==> config.mk <==
export PLATFORM = sky130hd
export DESIGN_NAME = nibble_serial_adder
export DESIGN_NICKNAME = d
export VERILOG_FILES = /design/src/rtl/nibble_serial_adder.sv
export SDC_FILE = /design/constraint.sdc
export NUM_CORES = 1
export LEC_CHECK = 0
export BUFFER_PORTS_ARGS = -buffer_cell sky130_fd_sc_hd__buf_2
export CORE_UTILIZATION = 26
export DETAILED_ROUTE_END_ITERATION = 16
export GPL_ROUTABILITY_DRIVEN = 0
export GPL_TIMING_DRIVEN = 0
export PLACE_DENSITY = 0.43
export SLEW_MARGIN = 40
export SYNTH_ARGS = -nofsm -noshare
export SYNTH_HDL_FRONTEND = slang
export SYNTH_SLANG_ARGS = --single-unit
==> constraint.sdc <==
create_clock -name clk -period 6 [get_ports clk]
set_clock_uncertainty 0.2 [all_clocks]
set_input_delay 0.3 -clock clk [delete_from_list [all_inputs] [get_ports clk]]
set_output_delay 0.3 -clock clk [all_outputs]
set_load 0.1 [all_outputs]
==> src/rtl/nibble_serial_adder.sv <==
// Multi-nibble sequential adder: walks two W-bit operands LSB nibble first through an
// external combinational 4-bit adder, holding the carry between beats.
module nibble_serial_adder #(
  parameter int NIBBLES = 4
) (
  input  logic                 clk,
  input  logic                 rst_n,
  input  logic                 in_valid,
  output logic                 in_ready,
  input  logic [4*NIBBLES-1:0] in_a,
  input  logic [4*NIBBLES-1:0] in_b,
  input  logic                 in_cin,
  output logic [3:0]           fa_a,
  output logic [3:0]           fa_b,
  output logic                 fa_cin,
  input  logic [3:0]           fa_sum,
  input  logic                 fa_cout,
  output logic                 out_valid,
  input  logic                 out_ready,
  output logic [4*NIBBLES-1:0] out_sum,
  output logic                 out_cout,
  output logic                 busy
);

  localparam int W     = 4 * NIBBLES;
  localparam int IDX_W = (NIBBLES > 1) ? $clog2(NIBBLES) : 1;
  localparam logic [IDX_W-1:0] IDX_LAST = IDX_W'(NIBBLES - 1);

  typedef enum logic [1:0] {S_IDLE, S_RUN, S_DONE} state_t;

  state_t             state_q, state_d;
  logic [W-1:0]       op_a_q, op_a_d;
  logic [W-1:0]       op_b_q, op_b_d;
  logic [W-1:0]       result_q, result_d;
  logic               carry_q, carry_d;
  logic [IDX_W-1:0]   idx_q, idx_d;
  logic [IDX_W+1:0]   bit_base;

  // Bit offset of the current nibble, i.e. 4*idx.
  assign bit_base = {idx_q, 2'b00};

  always_ff @(posedge clk or negedge rst_n) begin
    if (!rst_n) begin
      state_q  <= S_IDLE;
      op_a_q   <= '0;
      op_b_q   <= '0;
      result_q <= '0;
      carry_q  <= 1'b0;
      idx_q    <= '0;
    end else begin
      state_q  <= state_d;
      op_a_q   <= op_a_d;
      op_b_q   <= op_b_d;
      result_q <= result_d;
      carry_q  <= carry_d;
      idx_q    <= idx_d;
    end
  end

  always_comb begin
    state_d  = state_q;
    op_a_d   = op_a_q;
    op_b_d   = op_b_q;
    result_d = result_q;
    carry_d  = carry_q;
    idx_d    = idx_q;
    unique case (state_q)
      S_IDLE: begin
        if (in_valid) begin
          op_a_d  = in_a;
          op_b_d  = in_b;
          carry_d = in_cin;
          idx_d   = '0;
          state_d = S_RUN;
        end
      end
      S_RUN: begin
        // The adder is combinational, so its result for the nibble driven now is captured here.
        result_d[bit_base +: 4] = fa_sum;
        carry_d                 = fa_cout;
        if (idx_q == IDX_LAST) begin
          idx_d   = '0;
          state_d = S_DONE;
        end else begin
          idx_d = idx_q + 1'b1;
        end
      end
      S_DONE: begin
        if (out_ready) begin
          state_d = S_IDLE;
        end
      end
      default: state_d = S_IDLE;
    endcase
  end

  always_comb begin
    in_ready  = (state_q == S_IDLE);
    out_valid = (state_q == S_DONE);
    busy      = (state_q != S_IDLE);
    fa_a      = 4'h0;
    fa_b      = 4'h0;
    fa_cin    = 1'b0;
    if (state_q == S_RUN) begin
      fa_a   = op_a_q[bit_base +: 4];
      fa_b   = op_b_q[bit_base +: 4];
      fa_cin = carry_q;
    end
  end

  // Result registers are left untouched after DONE; out_valid alone qualifies them.
  assign out_sum  = result_q;
  assign out_cout = carry_q;

endmodule

# Word level (Yosys, flattened, before mapping)
# Cells that the tools add are included.
# W data, S select, Z words.
# word_totals
reg_bits,53
input_bits,42
out_inout_bits,29
elab_cells,37
# classes
addsub,2
n_eq_ne,6
n_shift,4
muxes,13
n_reduce_logical,6
# op_table
cell,n
$shiftx A16 B5 Y4,2
$bwmux W16,1
$shift A4 B6 Y16 const A,1
$shiftx A4 B6 Y16,1
$mux W2,5
$mux W4,2
$neg A4 Y6,1
$pmux W2 S3,1
$eq A2 B2 Y1 const B,2
$ne A2 B2 Y1 const B,2
$pmux W2 S2,1
$reduce_and A2 Y1,2
$reduce_bool A2 Y1,2
$reduce_and A3 Y1,1
$add A2 B1 Y2 const B,1
$eq A2 B1 Y1 const B,1
$logic_not A2 Y1,1
$mux W1,2
$ne A2 B1 Y1 const B,1
$pmux W1 S2,1

# Depth between registers and ports, before layout
# Gate-level depths: netlist of the first run.
# logic_depth
ltp_word,3
ltp_mapped,7

# Worst setup path after synthesis of the first run
# Ideal clock, no wire load.
# synth_timing
path_type,reg2out
startpoint,reg idx_q[0]
endpoint,out fa_a[0]
t_arrival_ns,2.609
t_required_ns,5.500
path_slack_ns,2.891
path_stages_with_launch,5
cell_sequence,dfrtp_1 > buf_4 > or3b_1 > buf_2 > o22ai_1
# synth_via
elab_chain_cells,2
# synth_lines
item,line,rtl
"start, declared",36,"logic [IDX_W-1:0] idx_q, idx_d;"
"start signal, assigned",56,idx_q <= idx_d;
$shiftx A16 B5 Y4,105,fa_a = op_a_q[bit_base +: 4];
$mux W4,104,if (state_q == S_RUN) begin
"end, declared",13,"output logic [3:0] fa_a,"
# Every way passes these cells.

# Final worst setup path of the first run
# layout_timing
startpoint,reg state_q[1]
endpoint,out fa_a[3]
# layout_via
elab_chain_cells,2
# layout_lines
item,line,rtl
"start, declared",31,"state_t state_q, state_d;"
"start signal, assigned",51,state_q <= state_d;
$eq A2 B1 Y1,104,
$mux W4,104,
# Every way passes these cells.

==> results of run 1 <==
[worst min-delay path by stage]
stage                                  from                      end  slack [ns]  cells after the start
floorplan                             rst_n     idx_q[0]$_DFFE_PN0P_       -0.20                      0
global placement    out_sum[11]$_DFFE_PN0P_  out_sum[11]$_DFFE_PN0P_        0.27                      1
detailed placement                    rst_n   out_sum[9]$_DFFE_PN0P_        0.20                      1
CTS                                in_a[13]   op_a_q[13]$_DFFE_PN0P_       0.003                      2
global route                        in_b[3]    op_b_q[3]$_DFFE_PN0P_       0.003                      2
finish                             in_a[13]   op_a_q[13]$_DFFE_PN0P_       0.007                      2
[sequential cells by signal, summed over array words and instances (netlist names)]
| register | flops |
|---|---|
| idx_q | 2 |
| op_a_q | 16 |
| op_b_q | 16 |
| out_cout | 1 |
| out_sum | 16 |
| state_q | 2 |
[per-layer routing]
metal / GRT usage (%) / up-vias / wire length (um)
li1: - / 868 / -
met1: 17.5 / 888 / 2910
met2: 21.8 / 58 / 2980
met3: 3.90 / 5 / 429
met4: 3.34 / 0 / 49
met5: 0 / - / 0
[cell families after synthesis]
| logic type | count (synthesis) |
|---|---|
| compound gates | 30 |
| buf+inv | 23 |
| mux | 48 |
| simple gates | 33 |
| flops | 53 |
| fa+ha+maj | 5 |
[cell usage in the layout, fill, tap and decap left out, drive strengths merged, types with 2 or more instances in the layout]
master       count
o2bb2ai          9
o21bai           2
nor2b            2
or4b             2
nand3b           4
ha               5
inv             12
buf             78
clkbuf           9
mux2i           16
dlygate4sd3      2
o32ai            8
and3b            2
o22ai            8
nand2            8
clkinv           2
dfrtp           53
nand4b           8
mux2            32
[worst register-to-register path, delay by kind of cell (launching register included)]
kind | cells | cell delay [ns]
flops | 1 | 0.38
fa+ha+maj | 1 | 0.31
simple gates | 1 | 0.26
compound gates | 1 | 0.32
buf+inv | 4 | 1.05
[Yosys cell counts (all sizes together) (2+ instances only)]
library cell	n	area share [%]
nand4b	8	2.8
o21bai	2	0.60
o2bb2ai	9	3.1
or4b	2	0.94
nor2b	2	0.50
ha	5	2.5
and3b	2	0.70
nand3b	4	1.2
clkbuf	3	0.45
mux2	32	14
o32ai	8	2.8
buf	8	2.5
mux2i	16	6.4
dfrtp	53	53
inv	12	1.8
o22ai	8	2.0
nand2	8	1.2
[per-stage QoR]
stage | hold slack [ns] | std cells | cell area [um2]
5_1_grt | 0.00304 | 401 | 3140
3_3_place_gp | 0.273 | 391 | 3030
3_5_place_dp | 0.203 | 391 | 3030
2_1_floorplan | -0.196 | 192 | 2520
4_1_cts | 0.00269 | 401 | 3140
6_report | 0.00690 | 401 | 3140
[layout make-up]
cell class / count / area [um2] / area share, %
plain buffers: 11 / 75.1 / 2.39
multi-input cells: 116 / 1070 / 34.2
clock inverters: 2 / 10.0 / 0.319
inverters: 12 / 45.0 / 1.44
flip-flops and latches: 53 / 1330 / 42.3
repair buffers: 72 / 373 / 11.9
clock buffers: 6 / 72.6 / 2.31
well taps: 129 / 161 / 5.15
==> metrics.yaml, run 1 <==
status: "finished, final reports clean"
critPathMaxFanout: 10
cts_tree: "yes"
drive_above_1_share_pct: 43.4
synth_compound_area_share_pct: 9.48
hpwl_um: 4400
crit_family: "buffers and inverters"
cts-root-buf: "clkbuf_8"
coreArea_mm2: 0.00933
critical_path_depth: 4
yosys.area_share.adder_pct: 2.48
vias: 1819
drv_cap: 0
path_cells: "clkbuf_1, nand3b_1, o22ai_1, buf_2"
num_rows: 35
wire_per_inst_um: 15.9
synth_edf_count: 0
grt_max_degree: 54
yosys.area_share.simple_pct: 9.98
path_clk_slew_ns: 0.10
tightest_slew_ns: 0.706
critical_path_arrival_ns: 2.27
yosysWarnings: 0
synth.distinct_cells: 31
utilization_pct: 33.6
cts_made_buffers: 5
cts_setup_buffers: 0
worstReg2RegEnd: "out_sum[4]$_DFFE_PN0P_"
first_iter_violations: 22
r2r-start: "idx_q[1]$_DFFE_PN0P_"
slowest_delay_ns: 0.48
ys_async_sr_fraction_pct: 100
globalRouteOverflowTotal: 0
syn_area_mm2: 0.00252
end_kind: "output pin"
grt_pass1_vias: 1920
slew_violations: 0
relSlewSlack_pct: 52.9
setup_ws_ns: 3.23
cts_buffer_depth: 2
dp_slack_ns: 3.35
grt_usage_pct: 13.4
hold_class: "in -> reg"
boundaryPins: 71
drc: 0
finalHoldViolations: 0
startpoint: "state_q[1]$_DFFE_PN0P_"
synth_mux_area_share_pct: 20.7
syn-num-nets: 239
area_growth_pct: 24.5
endpoint: "fa_a[3]"
hold_buffers: 2
crit_type: "reg -> out"
ant_nets: 0
tns_ns: 0
totalWireLength_um: 6370
crit_buf_inv: 2
ctsResizeCount: 0
final-setup-viol-count: 0
fill_cells: 977
die_x_um: 100
syn_inst: 192
synth_ff_type: "dfrtp_1"
antenna_cells: 0
r2r_cells: 7
rsz0062_at_grt: "no"
portBuffers: 70
dieArea_mm2: 0.0101
dr.pass1.iters: 4
start_util_pct: 27.0
syn-mean-instance-area_um2: 13.1
ys_ff_latch: 53
maxClockFrequency_ghz: 0.361
synth_top_family_by_area: "multiplexers"
crit_slowest_cell: "nand3b_1"
antenna_found_initial: 0
synth_xor_area_share_pct: 0
ys_seq_area_share_pct: 52.6
critPathLaunchType: "flop"
final_nets: 318
via_per_inst: 4.54
required_ns: 5.50
cts.sink_count: 53
min_period_ns: 2.77
clk_latency_ns: 0.31
grt_pass1_wl_um: 10200
die_y_um: 100
rrSetupSlack_ns: 3.37
htreeDepth: 2
post-route-period-util_pct: 46.2
Power of run 1 is left out: the tool's default activity adds up to more than one toggle a clock period on the data nets, which glitch-free logic cannot reach.
==> run 2: changes to the inputs <==
PLACE_DENSITY = 0.44   (was 0.43)
clock period = 2.4 ns   (was 6 ns; I/O delays follow)
==> metrics.yaml, run 2 (same netlist as run 1, synthesis figures left out) <==
relSlewSlack_pct: 54.1  # +1.1 points
end_kind: "output pin"
crit_buf_inv: 3  # +1
start_util_pct: 27.0  # unchanged
path_clk_slew_ns: 0.11  # about the same
grt_usage_pct: 13.9  # +0.53 points
portBuffers: 70  # unchanged
regArea_mm2: 0.00133  # unchanged
coreArea_mm2: 0.00933  # unchanged
hold_class: "in -> reg"
vias: 1979  # +8.8%
htreeDepth: 2  # unchanged
tns_ns: 0  # unchanged
tightest_slew_ns: 0.689  # -0.0170 ns
status: "finished, final reports clean"
cts_buffer_depth: 2  # unchanged
fin_cells: 439  # +9.5%
crit_slowest_cell: "or3b_4"
totalWireLength_um: 6470  # +1.5%
path_cells: "buf_4, or3b_4, buf_4, o22ai_1, buf_4"
slew_violations: 0  # unchanged
cts.sink_count: 53  # unchanged
dpl_cell_area_mm2: 0.00304  # about the same
cts_made_buffers: 5  # unchanged
rsz0062_at_grt: "no"
ant_nets: 0  # unchanged
grt_max_degree: 54  # unchanged
crit_family: "buffers and inverters"
final-setup-viol-count: 0  # unchanged
final_cell_mix: "buf_2, dfrtp_1, dlygate4sd3_1, mux2_2, mux2i_1"
critPathMaxFanout: 10  # unchanged
critical_path_arrival_ns: 1.97  # -0.30 ns
dieArea_mm2: 0.0101  # unchanged
maxClockFrequency_ghz: 0.437
globalRouteOverflowTotal: 0  # unchanged
clk_latency_ns: 0.31  # about the same
num_rows: 35  # unchanged
grt_pass1_wl_um: 10800  # +5.8%
critPathLaunchType: "flop"
drv_cap: 0  # unchanged
slowest_delay_ns: 0.43  # -0.05 ns
hpwl_um: 4380  # -0.45%
final_common_cell: "buf_2"
min_period_ns: 2.29
final_nets: 356  # +12%
drc: 0  # unchanged
boundaryPins: 71  # unchanged
fill_cells: 949  # -2.9%
cts_tree: "yes"
antenna_found_initial: 0  # unchanged
fin_area_mm2: 0.00360  # +15%
area_growth_pct: 43.0
first_iter_violations: 40  # +82%
via_per_inst: 4.51  # -0.62%
finalHoldViolations: 0  # unchanged
die_x_um: 100  # unchanged
post-route-period-util_pct: 95.4
grt_pass1_vias: 2203  # +15%
antenna_cells: 0  # unchanged
placed_cells: 391  # unchanged
crit_type: "reg -> out"
required_ns: 2.08  # -3.42 ns
die_y_um: 100  # unchanged
drive_above_1_share_pct: 39.4  # -4.0 points
cts-root-buf: "clkbuf_8"
multi_input_area_mm2: 0.00108  # +0.47%
wire_per_inst_um: 14.7  # -7.3%
worst_path_most_repeated_cell: "buf_4"
dr.pass1.iters: 4  # unchanged
run 2: what timing repair did:
item                                    in CTS  in global routing
pin swaps                                    0                  0
endpoints found under the setup margin      20                 20
setup buffers                                1                  0
endpoints found under the hold margin      104                  0
cloned                                       0                  0
hold buffers                                40                  0
resized for setup                           13                  5
run 2: worst paths after layout:
path,startpoint,endpoint,slack (ns),cells after the start
min,in_cin,out_cout$_DFFE_PN0P_,0.10,3
min in group asynchronous,rst_n,out_sum[9]$_DFFE_PN0P_,0.19,2
min reg2reg,out_sum[2]$_DFFE_PN0P_,out_sum[2]$_DFFE_PN0P_,0.30,1
max,idx_q[0]$_DFFE_PN0P_,fa_a[0],0.11,5
max in group asynchronous,rst_n,op_a_q[9]$_DFFE_PN0P_,1.35,2
max reg2reg,idx_q[1]$_DFFE_PN0P_,out_sum[13]$_DFFE_PN0P_,0.14,5
run 2: area by class of cell:
class,instances,area share [%]
tap,129,4.48
inverter,12,1.25
multi-input combinational,116,29.9
timing repair buffer,111,22.1
buffer,10,2.26
sequential,53,36.8
clock buffer,5,1.91
clock inverter,3,1.28
run 2: routing by layer:
layer | up-vias | track usage (%) | wire length, um
met5 | - | 0 | 0
met1 | 964 | 17.8 | 2910
met3 | 13 | 3.20 | 329
met4 | 0 | 4.24 | 95
li1 | 944 | - | -
met2 | 58 | 23.4 | 3140
run 2: metrics by stage:
stage          hold WS [ns]  setup slack, ns  utilization [%]
2_1_floorplan        -0.376           -0.529                -
3_3_place_gp          0.139           -0.174             32.5
3_5_place_dp         0.0173           -0.186             32.6
4_1_cts               0.101          0.00754             38.5
5_1_grt               0.130         0.000776             38.6
6_report              0.101            0.111             38.6
run 2: worst reg2reg max path: cells and delay by family, from the launching register on:
kind                     cells  cell delay (ns)
adder cells (fa/ha/maj)      1             0.31
flip-flops                   1             0.42
AND/OR/NAND/NOR              1             0.59
AO/OA/AOI/OAI                1             0.29
buffers and inverters        2             0.35
Power of run 2 is left out for the same reason.
